[src/rtl/rv32_register_file.sv]
// ---------------------------------------------------------------------------
// rv32_register_file
//
// RISC-V integer register file for the single-cycle RISCV_CPU. It holds
// 2**ADDR_WIDTH registers of DATA_WIDTH bits. It has two combinational read
// ports and one synchronous write port. With ZERO_REG_HARDWIRED set,
// register 0 reads as zero and ignores writes, which models RISC-V x0.
//
// Ports
//   clk            system clock; all state updates on the rising edge
//   rst            synchronous, active-high reset; clears every register
//   regWrite       write enable
//   readRegister1  index for read port 1
//   readRegister2  index for read port 2
//   writeRegister  index for the write port
//   writeData      data to write
//   readData1      contents of readRegister1 (zero latency)
//   readData2      contents of readRegister2 (zero latency)
// ---------------------------------------------------------------------------
module rv32_register_file #(
  parameter int DATA_WIDTH         = 32,
  parameter int ADDR_WIDTH         = 5,
  parameter int ZERO_REG_HARDWIRED = 1
) (
  input  logic                  clk,
  input  logic                  rst,
  input  logic                  regWrite,
  input  logic [ADDR_WIDTH-1:0] readRegister1,
  input  logic [ADDR_WIDTH-1:0] readRegister2,
  input  logic [ADDR_WIDTH-1:0] writeRegister,
  input  logic [DATA_WIDTH-1:0] writeData,
  output logic [DATA_WIDTH-1:0] readData1,
  output logic [DATA_WIDTH-1:0] readData2
);

  localparam int NUM_REGS = 2 ** ADDR_WIDTH;
  localparam bit HARD_ZERO = (ZERO_REG_HARDWIRED != 0);

  logic [DATA_WIDTH-1:0] regs [NUM_REGS];

  // Each register carries its own address decode. If writeRegister contains
  // X/Z, every equality compare evaluates to X. The if then takes its false
  // branch, so the write is dropped and no register is corrupted.
  always_ff @(posedge clk) begin
    for (int i = 0; i < NUM_REGS; i++) begin
      if (rst) begin
        // NOTE: the storage is cleared by a loop on reset. This is a flop
        // array, not a RAM macro. A RAM could not clear every word in a
        // single edge.
        regs[i] <= '0;
      end else if (regWrite && (writeRegister == ADDR_WIDTH'(i))
                   && !(HARD_ZERO && i == 0)) begin
        // NOTE: state is updated with non-blocking assignments. Readers on
        // the same edge therefore see the old value, which gives the
        // no-bypass read-during-write behaviour.
        regs[i] <= writeData;
      end
    end
  end

  // The read ports have no bypass. A same-cycle write becomes visible only
  // after the edge.
  always_comb begin
    // NOTE: both outputs are assigned on every path. An unassigned path
    // would infer a latch.
    readData1 = regs[readRegister1];
    readData2 = regs[readRegister2];
    if (HARD_ZERO && readRegister1 == '0) readData1 = '0;
    if (HARD_ZERO && readRegister2 == '0) readData2 = '0;
  end

endmodule

[config.mk]
export PLATFORM = sky130hd
export DESIGN_NAME = rv32_register_file
export DESIGN_NICKNAME = d
export VERILOG_FILES = /design/src/rtl/rv32_register_file.sv
export SDC_FILE = /design/constraint.sdc
export NUM_CORES = 2
export LEC_CHECK = 0
export BUFFER_PORTS_ARGS = -buffer_cell sky130_fd_sc_hd__buf_2
export CORE_MARGIN = 2
export CORE_UTILIZATION = 50
export DETAILED_ROUTE_END_ITERATION = 6
export GPL_TIMING_DRIVEN = 0
export PLACE_DENSITY = 0.66
export RECOVER_POWER = 25
export SKIP_LAST_GASP = 1
export SLEW_MARGIN = 20
export SYNTH_ARGS = -nofsm -noshare
export SYNTH_HDL_FRONTEND = slang
export SYNTH_SLANG_ARGS = --single-unit
[constraint.sdc]
create_clock -name clk -period 8.44 [get_ports clk]
set_input_delay 1.688 -clock clk [delete_from_list [all_inputs] [get_ports clk]]
set_output_delay 1.688 -clock clk [all_outputs]
set_load 0.05 [all_outputs]
==> metrics.yaml <==
synthesis:
  ys_ff_latch: 992
  avgSynthCellArea_um2: 14.6
  async_reset_ff_share_pct: 0
  ys_seq_area_share_pct: 55.7
  ys.warnings.count: 0
  synthesis.nets: 3704
  synth_ff_type: "edfxtp_1"
  syn_area_mm2: 0.0535
  yosysUniqueCellTypes: 39
  synth_edf_count: 992
  postSynthCellCount: 3654
worst_setup_path:
  critPathArrivalTime_ps: 5760
  critPathRequiredTime_ps: 6750
  critPathLaunchType: "primary input"
  critical_path_class: "in -> out"
  worstPathMaxFanout: 10
  timing.critical_path.to_type: "output port"
grt:
  grt_max_degree: 24
  grt_pass1_wl_um: 281000
  grt_overflow: 0
  antenna_found_initial: 13
  first_global_vias: 36000
  grt_use_total_pct: 38.2
place:
  dpl.cell_count: 5200
  place_hpwl_um: 157000
  post_dp_cell_area_mm2: 0.0572
  numPortBuffers: 106
  gp_congestion: 1.04
die:
  die_h_um: 331
  fp.coreArea_mm2: 0.106
  ios: 114
  die_area_mm2: 0.110
  die_w_um: 331
  rows: 119
  start_util_pct: 50.6
final_layout:
  largest_reg_flops: 992
  finalInstanceArea_mm2: 0.0602
  top_regs: "regs x992"
  final_cells: 5400
  nets: 3969
  fillers: 8588
  largest-register: "regs"
  syn2layout_area_growth_pct: 12.6
  drive_above_1_share_pct: 21.8
  multi_input_area_mm2: 0.0222
  mostFrequentLayoutCell: "edfxtp_1"
  seq_area_mm2: 0.0298
  mostFrequentLayoutCells: "992 x edfxtp_1, 917 x and2_1, 403 x mux4_2"
  utilization_pct: 57.0
pwr:
  power.total_mw: 12.6
  comb_power_share_pct: 14.8
  p_leak_nw: 20.9
  internal_power_mw: 9.14
  p_clk_share_pct: 38.7
  pwr-share-seq_pct: 46.5
  p_sw_share_pct: 27.3
  power.density_mw_per_mm2: 209
  power_switching_mw: 3.43
  peakVddDrop_mv: 0.189
clocking:
  cts.sinks: 992
  ctsResizeCount: 0
  cts_buffer_depth: 3
  cts.clk_slew.worst_paths_ps: 60
  cts_setup_buffers: 0
  cts_buffers: 108
  htreeDepth: 3
  ctsHoldBuffers: 0
  cts_tree: "done"
  root_buffer: "clkbuf_16"
min_path:
  min_to: "regs[7][30]$_SDFFCE_PN0P_"
  hp-start: "writeData[30]"
  min_delay_path_depth: 2
  hp-class: "in -> reg"
route:
  drtAntennaViolNets: 0
  avgViaCountPerCell: 6.84
  routedWlPerCell_um: 38.6
  drcViolationCount: 21
  routed_wl_um: 208000
  firstDrtPassIters: 7
  vias: 36950
  first_iter_violations: 6202
status:
  outcome: "complete, but fails checks"
  violations: "design-rule violations, max-capacitance violations, max-slew violations"
sta:
  finalCriticalPeriod_ps: 7450
  setup_violations: 0
  finalCritPeriodShare_pct: 88.3
  relSlewSlack_pct: -134
  worst_pin_slew_ps: 3470
  max_freq_mhz: 134
  hold_ws_ps: 1310
  hold_violations: 0
  rsz0062_at_grt: "no"
  maxSlewViolCount: 275
flow_run:
  maxCapViolations: 19
worst max-delay path by stage:
| stage | slack [ps] | endpoint | start | cells past startpoint |
|---|---|---|---|---|
| final | 990 | readData2[2] | readRegister2[0] | 9 |
| after global routing | 1000 | readData2[2] | readRegister2[0] | 9 |
| after CTS | 1340 | readData2[7] | readRegister2[0] | 9 |
| after detailed placement | 1350 | readData2[7] | readRegister2[0] | 9 |
| after global placement | -2130 | regs[12][29]$_SDFFCE_PN0P_ | writeRegister[4] | 3 |
| after floorplan | 2630 | regs[12][0]$_SDFFCE_PN0P_ | writeRegister[0] | 2 |
routing by layer:
layer | vias up | GRT usage, % | wire length [um]
li1 | 14474 | - | -
met1 | 18953 | 50.2 | 74400
met2 | 2909 | 56.1 | 90200
met3 | 606 | 9.62 | 25900
met4 | 8 | 26.1 | 17700
met5 | - | 0 | 52
per-stage QoR:
stage          setup TNS [ps]  setup WS [ps]
2_1_floorplan               0           2630
3_3_place_gp           -75870          -2130
3_5_place_dp                0           1350
4_1_cts                     0           1340
5_1_grt                     0           1000
6_report                    0            992
power groups by stage:
stage	combinational, mW	sequential (mW)	clock, mW
finish	1.86	5.85	4.87
CTS	1.83	5.84	4.83
floorplan	1.07	5.89	0
detailed placement	1.82	5.94	0
global route	1.87	5.87	4.99
global placement	1.73	5.96	0
critical path, cell delays in order:
cell	delay [ps]
buf_2	330
nor2b_1	180
clkbuf_1	720
buf_1	870
clkbuf_1	720
nand2_1	100
nand4_1	240
nand4_1	480
buf_2	400
kinds of logic after synthesis:
kind of cell,count (synthesis),share of synthesized area [%]
AO/OA/AOI/OAI,238,3.47
buffers and inverters,392,2.97
flip-flops,992,55.7
multiplexers,729,23.3
AND/OR/NAND/NOR,1303,14.6
Yosys cell counts, types with 24 or more instances:
library cell / n / area [um2]
and2_1: 995 / 6220
edfxtp_1: 992 / 29800
mux4_2: 403 / 9080
clkbuf_1: 284 / 1070
mux2i_1: 250 / 2500
mux2_2: 76 / 856
buf_2: 74 / 370
nor2b_1: 71 / 444
nand2_1: 64 / 240
a22oi_1: 55 / 413
nand3_1: 42 / 210
nor2_1: 40 / 150
o31a_1: 30 / 263
a221oi_1: 29 / 254
nand2b_1: 29 / 181
nor3_1: 29 / 145
o21ai_0: 26 / 130
a221o_1: 25 / 250
nand4_1: 25 / 156
buf_1: 24 / 90.1
layout make-up:
cell class	count	share of cell area, %
flip-flops and latches	992	49.5
multi-input cells	2270	36.9
clock buffers	134	4.69
well taps	1391	2.89
plain buffers	389	2.65
repair buffers	155	2.24
clock inverters	62	1.14
inverters	3	0.0187
diodes	4	0.0166
Power figures use the tool's default switching activity.
